`src/rtl/led_pkg.sv`:
```
// Shared types for the multi-channel LED driver: channel modes and the
// direction state of the breathe triangle generator.
package led_pkg;

    typedef enum logic [1:0] {
        LED_OFF     = 2'd0,
        LED_ON      = 2'd1,
        LED_BLINK   = 2'd2,
        LED_BREATHE = 2'd3
    } led_mode_t;

    typedef enum logic {
        DirUp   = 1'b0,
        DirDown = 1'b1
    } tri_dir_t;

endpackage

```
`src/rtl/led_timebase.sv`:
```
// Shared timing for all LED channels: prescaler, PWM counter, frame strobe,
// blink phase and the breathe triangle level.
module led_timebase
    import led_pkg::*;
#(
    parameter int unsigned PWM_BITS     = 8,
    parameter int unsigned PRESCALE     = 1,
    parameter int unsigned BLINK_FRAMES = 48
) (
    input  logic                clk_i,
    input  logic                rst_i,
    output logic [PWM_BITS-1:0] pwm_cnt_o,
    output logic                frame_tick_o,
    output logic                phase_o,
    output logic [PWM_BITS-1:0] tri_lvl_o
);

    localparam int unsigned PsW = (PRESCALE > 1) ? $clog2(PRESCALE) : 1;
    localparam int unsigned FcW = (BLINK_FRAMES > 1) ? $clog2(BLINK_FRAMES) : 1;

    localparam logic [PsW-1:0]      PsLast = PsW'(PRESCALE - 1);
    localparam logic [PsW-1:0]      PsOne  = PsW'(1);
    localparam logic [FcW-1:0]      FcLast = FcW'(BLINK_FRAMES - 1);
    localparam logic [FcW-1:0]      FcOne  = FcW'(1);
    localparam logic [PWM_BITS-1:0] PwmMax = '1;
    localparam logic [PWM_BITS-1:0] PwmOne = PWM_BITS'(1);

    logic [PsW-1:0]      presc_q, presc_d;
    logic [PWM_BITS-1:0] pwm_q, pwm_d;
    logic [FcW-1:0]      fcnt_q, fcnt_d;
    logic                phase_q, phase_d;
    logic [PWM_BITS-1:0] tri_q, tri_d;
    tri_dir_t            dir_q, dir_d;
    logic                tick;
    logic                frame_tick;

    always_comb begin
        tick       = (presc_q == PsLast);
        presc_d    = tick ? '0 : presc_q + PsOne;
        pwm_d      = tick ? pwm_q + PwmOne : pwm_q;
        frame_tick = tick && (pwm_q == PwmMax);
    end

    always_comb begin
        fcnt_d  = fcnt_q;
        phase_d = phase_q;
        if (frame_tick) begin
            if (fcnt_q == FcLast) begin
                fcnt_d  = '0;
                phase_d = ~phase_q;
            end else begin
                fcnt_d = fcnt_q + FcOne;
            end
        end
    end

    // Direction flips on the step that lands on an endpoint, so neither end repeats.
    always_comb begin
        tri_d = tri_q;
        dir_d = dir_q;
        if (frame_tick) begin
            if (dir_q == DirUp) begin
                tri_d = tri_q + PwmOne;
                if (tri_d == PwmMax) begin
                    dir_d = DirDown;
                end
            end else begin
                tri_d = tri_q - PwmOne;
                if (tri_d == '0) begin
                    dir_d = DirUp;
                end
            end
        end
    end

    always_ff @(posedge clk_i or posedge rst_i) begin
        if (rst_i) begin
            presc_q <= '0;
            pwm_q   <= '0;
            fcnt_q  <= '0;
            phase_q <= 1'b1;
            tri_q   <= '0;
            dir_q   <= DirUp;
        end else begin
            presc_q <= presc_d;
            pwm_q   <= pwm_d;
            fcnt_q  <= fcnt_d;
            phase_q <= phase_d;
            tri_q   <= tri_d;
            dir_q   <= dir_d;
        end
    end

    assign pwm_cnt_o    = pwm_q;
    assign frame_tick_o = frame_tick;
    assign phase_o      = phase_q;
    assign tri_lvl_o    = tri_q;

endmodule

```
`src/rtl/led_bank.sv`:
```
// Multi-channel LED driver with per-channel OFF/ON/BLINK/BREATHE modes.
// Configuration is double-buffered and only becomes active on a PWM frame boundary.
module led_bank
    import led_pkg::*;
#(
    parameter int unsigned CHANNELS     = 4,
    parameter int unsigned PWM_BITS     = 8,
    parameter int unsigned PRESCALE     = 1,
    parameter int unsigned BLINK_FRAMES = 48,
    parameter bit          ACTIVE_LOW   = 1'b1
) (
    input  logic                clk,
    input  logic                rst,
    input  logic                cfg_we,
    input  logic [3:0]          cfg_ch,
    input  logic [1:0]          cfg_mode,
    input  logic [PWM_BITS-1:0] cfg_duty,
    output logic [CHANNELS-1:0] led,
    output logic                frame
);

    localparam logic [PWM_BITS-1:0] PwmMax = '1;

    logic [PWM_BITS-1:0] pwm_cnt;
    logic                frame_tick;
    logic                phase;
    logic [PWM_BITS-1:0] tri_lvl;
    logic                cfg_hit;
    logic [CHANNELS-1:0] lit;
    logic [CHANNELS-1:0] led_q, led_d;
    logic                frame_q;

    led_timebase #(
        .PWM_BITS     (PWM_BITS),
        .PRESCALE     (PRESCALE),
        .BLINK_FRAMES (BLINK_FRAMES)
    ) u_timebase (
        .clk_i        (clk),
        .rst_i        (rst),
        .pwm_cnt_o    (pwm_cnt),
        .frame_tick_o (frame_tick),
        .phase_o      (phase),
        .tri_lvl_o    (tri_lvl)
    );

    assign cfg_hit = cfg_we && ({28'd0, cfg_ch} < CHANNELS);

    for (genvar i = 0; i < CHANNELS; i++) begin : g_ch
        led_mode_t           shd_mode_q, shd_mode_d;
        led_mode_t           act_mode_q, act_mode_d;
        logic [PWM_BITS-1:0] shd_duty_q, shd_duty_d;
        logic [PWM_BITS-1:0] act_duty_q, act_duty_d;
        logic [PWM_BITS-1:0] level;

        // A write landing on frame_tick goes to the shadow only; the old shadow
        // is what loads, so the new value waits one more frame.
        always_comb begin
            shd_mode_d = shd_mode_q;
            shd_duty_d = shd_duty_q;
            act_mode_d = act_mode_q;
            act_duty_d = act_duty_q;
            if (cfg_hit && (cfg_ch == 4'(i))) begin
                shd_mode_d = led_mode_t'(cfg_mode);
                shd_duty_d = cfg_duty;
            end
            if (frame_tick) begin
                act_mode_d = shd_mode_q;
                act_duty_d = shd_duty_q;
            end
        end

        always_ff @(posedge clk or posedge rst) begin
            if (rst) begin
                shd_mode_q <= LED_OFF;
                shd_duty_q <= '0;
                act_mode_q <= LED_OFF;
                act_duty_q <= '0;
            end else begin
                shd_mode_q <= shd_mode_d;
                shd_duty_q <= shd_duty_d;
                act_mode_q <= act_mode_d;
                act_duty_q <= act_duty_d;
            end
        end

        always_comb begin
            level = '0;
            unique case (act_mode_q)
                LED_OFF:     level = '0;
                LED_ON:      level = act_duty_q;
                LED_BLINK:   level = phase ? act_duty_q : '0;
                LED_BREATHE: level = (tri_lvl < act_duty_q) ? tri_lvl : act_duty_q;
                default:     level = '0;
            endcase
        end

        // Full-scale level is steady on rather than lit for all but one count.
        assign lit[i] = (pwm_cnt < level) || (level == PwmMax);
    end

    assign led_d = lit ^ {CHANNELS{ACTIVE_LOW}};

    always_ff @(posedge clk or posedge rst) begin
        if (rst) begin
            led_q   <= {CHANNELS{ACTIVE_LOW}};
            frame_q <= 1'b0;
        end else begin
            led_q   <= led_d;
            frame_q <= frame_tick;
        end
    end

    assign led   = led_q;
    assign frame = frame_q;

endmodule
```
`config.mk`:
```
export PLATFORM = sky130hd
export DESIGN_NAME = led_bank
export DESIGN_NICKNAME = d
export VERILOG_FILES = /design/src/rtl/led_pkg.sv /design/src/rtl/led_timebase.sv /design/src/rtl/led_bank.sv
export SDC_FILE = /design/constraint.sdc
export NUM_CORES = 1
export LEC_CHECK = 0
export ABC_CLOCK_PERIOD_IN_PS = 3540
export CORE_MARGIN = 2
export CORE_UTILIZATION = 54
export CTS_BUF_LIST = sky130_fd_sc_hd__clkbuf_8
export DETAILED_ROUTE_END_ITERATION = 6
export MAX_ROUTING_LAYER = met4
export PLACE_DENSITY = 0.72
export SYNTH_ARGS = -nofsm -noshare
export SYNTH_HDL_FRONTEND = slang
export SYNTH_HIERARCHICAL = 1
export SYNTH_SLANG_ARGS = --single-unit
```
`constraint.sdc`:
```
create_clock -name clk -period 3.54 [get_ports clk]
set_input_delay 0.531 -clock clk [delete_from_list [all_inputs] [get_ports clk]]
set_output_delay 0.531 -clock clk [all_outputs]
set_load 0.01 [all_outputs]
```
# Yosys cells after proc, flatten, opt, wreduce, memory -nomap -nowiden
# Index checks and enable logic that the tools add are counted.
dict set report totals {
  register_bits 110
  out_inout_bits 5
  elab_cells 98
}
dict set report op_classes {
  n_addsub 5
  magnitude_cmp 9
  n_eq_ne 22
  mux 18
  n_bitwise 3
  reduce_logical 17
}
# cell n
set ops {}
lappend ops {{8-bit case mux with 4 select lines} 4}
lappend ops {{8-bit two-way mux} 9}
lappend ops {{8-bit less-than comparator} 8}
lappend ops {{8-bit == test, second input constant} 6}
lappend ops {{8-bit by 1-bit adder with 8-bit output, second input constant} 2}
lappend ops {{2-bit == test, second input constant} 8}
lappend ops {{2-bit by 1-bit == test with 1-bit output, second input constant} 4}
lappend ops {{4-bit by 2-bit == test with 1-bit output, second input constant} 2}
lappend ops {{2-bit logical NOT} 4}
lappend ops {{8-bit logical NOT} 1}
lappend ops {{8-bit by 1-bit subtractor with 8-bit output, second input constant} 1}
lappend ops {{6-bit by 1-bit adder with 6-bit output, second input constant} 1}
lappend ops {{6-bit == test, second input constant} 1}
lappend ops {{1-bit logical AND} 6}
lappend ops {{6-bit two-way mux} 1}
lappend ops {{4-bit by 1-bit == test with 1-bit output, second input constant} 1}
lappend ops {{4-bit logical NOT} 1}
lappend ops {{1-bit logical OR} 4}
lappend ops {{4-bit by 3-bit less-than comparator with 1-bit output, second input constant} 1}
lappend ops {{1-bit two-way mux} 4}
lappend ops {{4-bit inverter} 1}
lappend ops {{1-bit inverter} 2}
lappend ops {{2-bit AND reduction} 1}
lappend ops {{1-bit adder, second input constant} 1}

# Depth between registers and ports, before layout
# Gate-level depths: netlist of run 1.
dict set report logic_depth {
  word_depth 6
  ltp_mapped 15
  ltp_nobuf 14
}

# By module
# Netlist of run 1, hierarchy kept.
# module n_inst cells_each area_each_um2 seq_area_each_um2
set by_module_without_submodules {}
lappend by_module_without_submodules {led_bank 1 507 5250.0 2132.0}
lappend by_module_without_submodules {led_timebase 1 138 1386.3 601.8}

# Worst setup path after synthesis of run 1
# No wires, ideal clock.
dict set report synth_timing {
  path_type {register to register}
  from {register u_timebase.tri_q[5], in the netlist u_timebase/tri_lvl_o[5]}
  to {register led_q[2], in the netlist led[2]}
  arrival_ps 2997
  required_time_ps 3448
  path_slack_ps 451
  path_stages_with_launch 15
  path_buffers 1
  cell_sequence {dfrtp_1 -> ha_1 -> a21o_1 -> a21oi_1 -> nand3_1 -> a21o_1 -> buf_2 -> mux2i_1 -> or2_2 -> ha_1 -> a21o_1 -> a21o_1 -> a21oi_1 -> o21a_1 -> a311oi_1}
}
dict set report synth_between {
  elab_chain_len 6
}
# item line_no
set synth_rtl {}
lappend synth_rtl {{start, declared} led_timebase.sv:32} ;# logic [PWM_BITS-1:0] tri_q, tri_d;
lappend synth_rtl {{start signal, assigned} led_timebase.sv:89} ;# tri_q <= tri_d;
lappend synth_rtl {{8-bit less-than comparator} led_bank.sv:92} ;# LED_BREATHE: level = (tri_lvl < act_duty_q) ? tri_lvl : act_duty_q;
lappend synth_rtl {{8-bit two-way mux (*)} led_bank.sv:92}
lappend synth_rtl {{8-bit case mux with 4 select lines (*)} led_bank.sv:88} ;# unique case (act_mode_q)
lappend synth_rtl {{8-bit less-than comparator or 8-bit == test (tied branches)} led_bank.sv:98} ;# assign lit[i] = (pwm_cnt < level) || (level == PwmMax);
lappend synth_rtl {{1-bit logical OR (*)} led_bank.sv:98}
lappend synth_rtl {{4-bit inverter (no line) (*)} --}
lappend synth_rtl {{net led_d[2]} led_bank.sv:30} ;# logic [CHANNELS-1:0] led_q, led_d;
lappend synth_rtl {{end signal, assigned} led_bank.sv:105} ;# led_q <= {CHANNELS{ACTIVE_LOW}};
lappend synth_rtl {{end signal, assigned} led_bank.sv:108} ;# led_q <= led_d;
lappend synth_rtl {{end, declared} led_bank.sv:30}
# The timed path passes the listed nets; every way through them passes the cells marked *.
# A chain may end at the register's enable or synchronous reset.

# Worst setup path after layout of run 1
dict set report layout_timing {
  from {register u_timebase.tri_q[7], in the netlist u_timebase/tri_lvl_o[7]}
  to {register led_q[0], in the netlist led[0]}
}
# Same word-level chain as after synthesis.

==> results of run 1 <==
-- registers in the layout, summed over array words and instances (netlist names) --
| register | flops |
|---|---|
| g_ch.shd_mode_q | 8 |
| led | 4 |
| u_timebase/dir_q | 1 |
| g_ch.act_duty_q | 32 |
| u_timebase/fcnt_q | 6 |
| frame | 1 |
| g_ch.act_mode_q | 8 |
| g_ch.shd_duty_q | 32 |
| u_timebase/phase_o | 1 |
| u_timebase/tri_lvl_o | 8 |
| u_timebase/pwm_cnt_o | 8 |
-- layer usage --
metal / vias up / GRT usage [%] / share of wire, %
met5: - / - / 0
met4: 0 / 7.711 / 2.3
met3: 42 / 5.693 / 7.0
met2: 184 / 42.86 / 47
met1: 2441 / 36.14 / 44
li1: 2403 / - / -
-- through the flow --
step                      hold slack [ns]  cell area, um2
final                              0.4758            7252
after global routing               0.5219            7252
after CTS                          0.4907            7252
after detailed placement           0.4658            7044
after global placement             0.4614            7044
after floorplan                    0.4444            6636
-- kinds of logic (layout without fill, tap and decap cells) --
kind of cell | after synthesis | in the layout | share of synthesized area (%)
simple gates | 192 | 192 | 14.78
flops | 109 | 109 | 41.20
mux | 71 | 71 | 11.80
buf+inv | 56 | 91 | 3.771
fa+ha+maj | 62 | 62 | 11.69
xor+xnor | 16 | 16 | 2.112
compound gates | 139 | 139 | 14.65
-- worst max-delay path by stage --
stage               depth (start not counted)               startpoint     end
global route                               12  u_timebase/tri_lvl_o[7]  led[0]
CTS                                        11  u_timebase/tri_lvl_o[7]  led[3]
floorplan                                  14  u_timebase/tri_lvl_o[5]  led[2]
detailed placement                         11  u_timebase/tri_lvl_o[7]  led[3]
finish                                     12  u_timebase/tri_lvl_o[7]  led[0]
global placement                           11  u_timebase/tri_lvl_o[7]  led[3]
-- critical path, stage by stage, from the launching register on --
cell and delay [ns]:
dfrtp_1 0.66, ha_1 0.45, nand2_1 0.08, nor3_1 0.42, a21boi_1 0.19, a31o_2 0.28
a21oi_1 0.15, ha_1 0.26, a21oi_1 0.13, nor2b_1 0.06, o21ai_0 0.15, nand2_1 0.08
o22a_1 0.22
-- final cells by class --
| class | count | area, um2 |
|---|---|---|
| clock buffers | 10 | 137.6 |
| clock inverters | 6 | 70.07 |
| fillers | 1005 | 4760 |
| inverters | 38 | 143.9 |
| multi-input cells | 480 | 3652 |
| flip-flops and latches | 109 | 2734 |
| well taps | 147 | 183.9 |
| repair buffers | 37 | 330.3 |
-- cell usage in the layout, fill, tap and decap left out, types with 4 or more instances in the layout --
master / instances
a21o_1: 16
a21oi_1: 30
a22oi_1: 5
a31oi_1: 4
and3_1: 4
and4_1: 5
buf_4: 16
clkbuf_8: 10
clkdlybuf4s50_1: 21
dfrtp_1: 104
dfstp_2: 5
ha_1: 62
inv_1: 37
mux2_2: 53
mux2i_1: 16
nand2_1: 56
nand2b_1: 6
nand3_1: 18
nand4_1: 12
nand4b_1: 5
nor2_1: 38
nor3_1: 20
nor4_1: 4
o21a_1: 6
o21ai_0: 40
xnor2_1: 8
xor2_1: 8
-- report_power, final --
group          total, uW  switching [uW]  internal (uW)
sequential          1410            61.7           1350
clock                806             451            355
combinational        163            66.8           95.7
==> results.json, run 1 <==
{
  "leakagePower_uw": 0.003222,
  "skew_ns": 0.02038,
  "cts.sinks": 109,
  "worst_pin_slew_ns": 1.020,
  "clk_path_buf_depth": 2,
  "synth-seq-area-share_pct": 41.20,
  "clk_pin_slew_ns": 0.12,
  "num_io_pins": 22,
  "drt_pass1_iterations": 5,
  "synth_seq_cells": 109,
  "drive_gt1_share_pct": 17.35,
  "cts_tree": "done",
  "cts_hold_buf": 0,
  "grt_max_degree": 49,
  "finalNonFillerCells": 827,
  "status": "complete, no violations",
  "synth.area.top_cells": "dfrtp_1 (39%), ha_1 (12%), mux2_2 (9.0%), nand2_1 (3.2%), o21ai_0 (3.0%)",
  "r2r-end": "led[0]",
  "placed_cells": 811,
  "fin_ws_ns": 0.3449,
  "reg2reg_depth": 12,
  "route.detailed.wl_per_inst_um": 19.90,
  "drt_iter0_drc": 469,
  "critPathArrivalTime_ns": 3.53,
  "grt_pass1_vias": 5071,
  "critPathRequiredTime_ns": 3.87,
  "gp_congestion": 0.8519,
  "min_from": "g_ch[0].shd_duty_q[2]",
  "vias": 5070,
  "drt-total-wl_mm": 16.46,
  "cap_violations": 0,
  "place_ws_ns": 0.3964,
  "synthesis.nets": 724,
  "post_cts_buffers": 0,
  "yosysTopAreaCellShare_pct": 39.22,
  "ant_nets": 0,
  "r2r_start": "u_timebase/tri_lvl_o[7]",
  "gr-total-overflow": 0,
  "insertedDiodeCount": 0,
  "grt_pass1_wl_mm": 26.75,
  "rows": 40,
  "fp.dieH_um": 114.9,
  "slew_viol_final": 0,
  "core_mm2": 0.01201,
  "syn_area_mm2": 0.006636,
  "finalPower_uw": 2381,
  "layout.nets": 754,
  "dp_hpwl_mm": 12.16,
  "area_delta_synth_final_pct": 9.276,
  "finalSetupViolCount": 0,
  "powerDensity_mw_per_mm2": 328.3,
  "initial_core_util_pct": 55.25,
  "ff2ff_setup_slack_ns": 0.34,
  "cts_root_buffer": "clkbuf_8",
  "start_kind": "register",
  "synth_common_cells": "dfrtp_1 (104), ha_1 (62), nand2_1 (56)",
  "hold_viol_final": 0,
  "viasPerCell": 6.131,
  "rsz0062_at_grt": "false",
  "cts_resized": 0,
  "critPathKind": "register to register",
  "die_area_mm2": 0.01319,
  "synth_cell_types": 77,
  "synth_top_area_cell": "dfrtp_1",
  "yosysMostFrequentCell": "dfrtp_1",
  "period_needed_ns": 3.195,
  "syn_inst": 645,
  "drc": 0,
  "die_w_um": 114.9,
  "syn_area_per_cell_um2": 10.29,
  "path_max_fanout": 17,
  "post-route-period-util_pct": 90.26,
  "slew-limit-headroom_pct": 31.90,
  "ys.warnings.count": 6,
  "synth-main-ff-cell": "dfrtp_1",
  "htreeDepth": 3,
  "port_buffers": 21,
  "ir_drop_uv": 360.7,
  "finalSetupTns_ns": 0,
  "synth-edff-count": 0,
  "hold_depth": 2,
  "min_to": "g_ch[0].act_duty_q[2]",
  "numCtsBuffers": 9,
  "grt_usage_pct": 27.32,
  "fin_util_pct": 60.38,
  "async_reset_ff_share_pct": 100.0,
  "min_path_type": "register to register",
  "worstSetupEndpointType": "register",
  "clock_latency_ns": 0.40,
  "fmax_mhz": 313.0,
  "antenna_found_initial": 0
}
Note: power is estimated with default switching activity, not from simulation.
==> run 2, diff against run 1 <==
--- a/config.mk
+++ b/config.mk
@@ -8,7 +8,6 @@
 export ABC_CLOCK_PERIOD_IN_PS = 3540
 export CORE_MARGIN = 2
 export CORE_UTILIZATION = 54
-export CTS_BUF_LIST = sky130_fd_sc_hd__clkbuf_8
 export DETAILED_ROUTE_END_ITERATION = 6
 export MAX_ROUTING_LAYER = met4
 export PLACE_DENSITY = 0.72
==> run 2 against run 1 <==
  * First-iteration DRC count fell by 7.9%
  * Register-to-register slack improved by 0.03 ns
  * Sequential cell count did not move
  * Critical endpoint unchanged
  * Largest power group unchanged
==> results.json, run 2 (synthesis results as in run 1) <==
{
  "status": "complete, no violations",
  "finalSetupTns_ns": 0,
  "num_io_pins": 22,
  "grt_pass1_vias": 5102,
  "finalPower_uw": 2636,
  "viasPerCell": 6.163,
  "clk_pin_slew_ns": 0.08,
  "startpoint": "u_timebase/tri_lvl_o[7]",
  "drc": 0,
  "slew_viol_final": 0,
  "insertedDiodeCount": 0,
  "slew-limit-headroom_pct": 32.44,
  "final_cell_area_mm2": 0.007353,
  "finalSetupViolCount": 0,
  "r2r_start": "u_timebase/tri_lvl_o[7]",
  "period_needed_ns": 3.169,
  "p_int_uw": 2027,
  "place_ws_ns": 0.3964,
  "reg_top3": "g_ch.act_duty_q (32), g_ch.shd_duty_q (32)",
  "cts_tree": "done",
  "p_sw_uw": 608.7,
  "grt_most_used_layer": "met2",
  "port_buffers": 21,
  "critPathRequiredTime_ns": 3.83,
  "start_kind": "register",
  "r2r-end": "led[0]",
  "cts_hold_buf": 0,
  "min_from": "g_ch[0].shd_duty_q[5]",
  "core_mm2": 0.01201,
  "clk_path_buf_depth": 2,
  "ant_nets": 0,
  "grt_usage_pct": 27.55,
  "critPathArrivalTime_ns": 3.46,
  "pwr-share-clk_pct": 40.2,
  "post_cts_buffers": 0,
  "place_area_mm2": 0.007044,
  "worst_pin_slew_ns": 1.012,
  "numCtsBuffers": 9,
  "clock_latency_ns": 0.36,
  "drt_iter0_drc": 432,
  "placed_cells": 811,
  "dp_hpwl_mm": 12.16,
  "leakagePower_uw": 0.003264,
  "drive_gt1_share_pct": 17.35,
  "cap_violations": 0,
  "route.detailed.wl_per_inst_um": 20.04,
  "rows": 40,
  "initial_core_util_pct": 55.25,
  "drt_pass1_iterations": 5,
  "hold_viol_final": 0,
  "final_common_cell": "dfrtp_1",
  "cts.sinks": 109,
  "finalNonFillerCells": 827,
  "layout_common_cells": "dfrtp_1 (104), ha_1 (62), nand2_1 (56)",
  "worstSetupEndpointType": "register",
  "area_delta_synth_final_pct": 10.80,
  "cts_resized": 0,
  "htreeDepth": 3,
  "ff2ff_setup_slack_ns": 0.37,
  "vias": 5097,
  "seqPwrFrac_pct": 53.6,
  "rsz0062_at_grt": "false",
  "cts_root_buffer": "clkbuf_16",
  "fp.dieH_um": 114.9,
  "path_max_fanout": 17,
  "grt_use_met2_pct": 42.94,
  "drt-total-wl_mm": 16.58,
  "powerDensity_mw_per_mm2": 358.4,
  "min_path_type": "register to register",
  "ir_drop_uv": 451.2,
  "layout.nets": 754,
  "critPathKind": "register to register",
  "met1_usage_pct": 36.34,
  "comb_power_share_pct": 6.2,
  "post-route-period-util_pct": 89.52,
  "gr-total-overflow": 0,
  "grt_max_degree": 49,
  "grt_util_met3_pct": 5.693,
  "skew_ns": 0.01262,
  "fin_ws_ns": 0.3709,
  "endpoint": "led[0]",
  "gp_congestion": 0.8519,
  "reg2reg_depth": 12,
  "fmax_mhz": 315.5,
  "grt_pass1_wl_mm": 26.92,
  "antenna_found_initial": 0,
  "die_area_mm2": 0.01319,
  "sw_frac_of_total_pct": 23.10,
  "die_w_um": 114.9
}
-- run 2: power groups by stage --
stage          Clock, uW  Sequential (uW)  Combinational (uW)
2_1_floorplan          0             1410                 116
5_1_grt             1120             1420                 182
6_report            1060             1410                 162
4_1_cts             1070             1410                 167
3_3_place_gp           0             1430                 158
3_5_place_dp           0             1440                 167
-- run 2: how the worst min path moves through the flow --
| stage | to | slack, ns | cells after the start |
|---|---|---|---|
| final | g_ch[0].act_duty_q[5] | 0.47 | 2 |
| after detailed placement | g_ch[1].act_duty_q[1] | 0.47 | 2 |
| after global placement | g_ch[0].act_duty_q[5] | 0.46 | 2 |
| after floorplan | g_ch[3].act_duty_q[2] | 0.44 | 2 |
| after global routing | g_ch[0].act_duty_q[5] | 0.51 | 2 |
| after CTS | g_ch[1].act_duty_q[1] | 0.48 | 2 |
-- run 2: area by class of cell --
| class | instances | area (um2) |
|---|---|---|
| Clock buffer | 11 | 242.7 |
| Multi-Input combinational cell | 480 | 3652 |
| Timing Repair Buffer | 37 | 330.3 |
| Sequential cell | 109 | 2734 |
| Tap cell | 147 | 183.9 |
| Clock inverter | 5 | 66.31 |
| Inverter | 38 | 143.9 |
| Fill cell | 987 | 4658 |
-- run 2: worst max-delay path: stages (launching register included) --
cell and delay [ns]:
dfrtp_1 0.65, ha_1 0.45, nand2_1 0.07, nor3_1 0.40, a21boi_1 0.19, a31o_2 0.27, a21oi_1 0.15, ha_1 0.26
a21oi_1 0.13, nor2b_1 0.06, o21ai_0 0.15, nand2_1 0.08, o22a_1 0.22
-- run 2: through the flow --
step	util, %	hold WS, ns
final	61.22	0.4726
after global routing	61.22	0.5142
after CTS	61.22	0.4830
after detailed placement	58.65	0.4658
after global placement	58.65	0.4614
after floorplan	-	0.4444
-- run 2: layer usage --
metal | part of all wire (%) | wire (um)
met5 | 0 | 0
met4 | 2.5 | 420
met3 | 6.3 | 1046
met2 | 47 | 7800
met1 | 44 | 7308
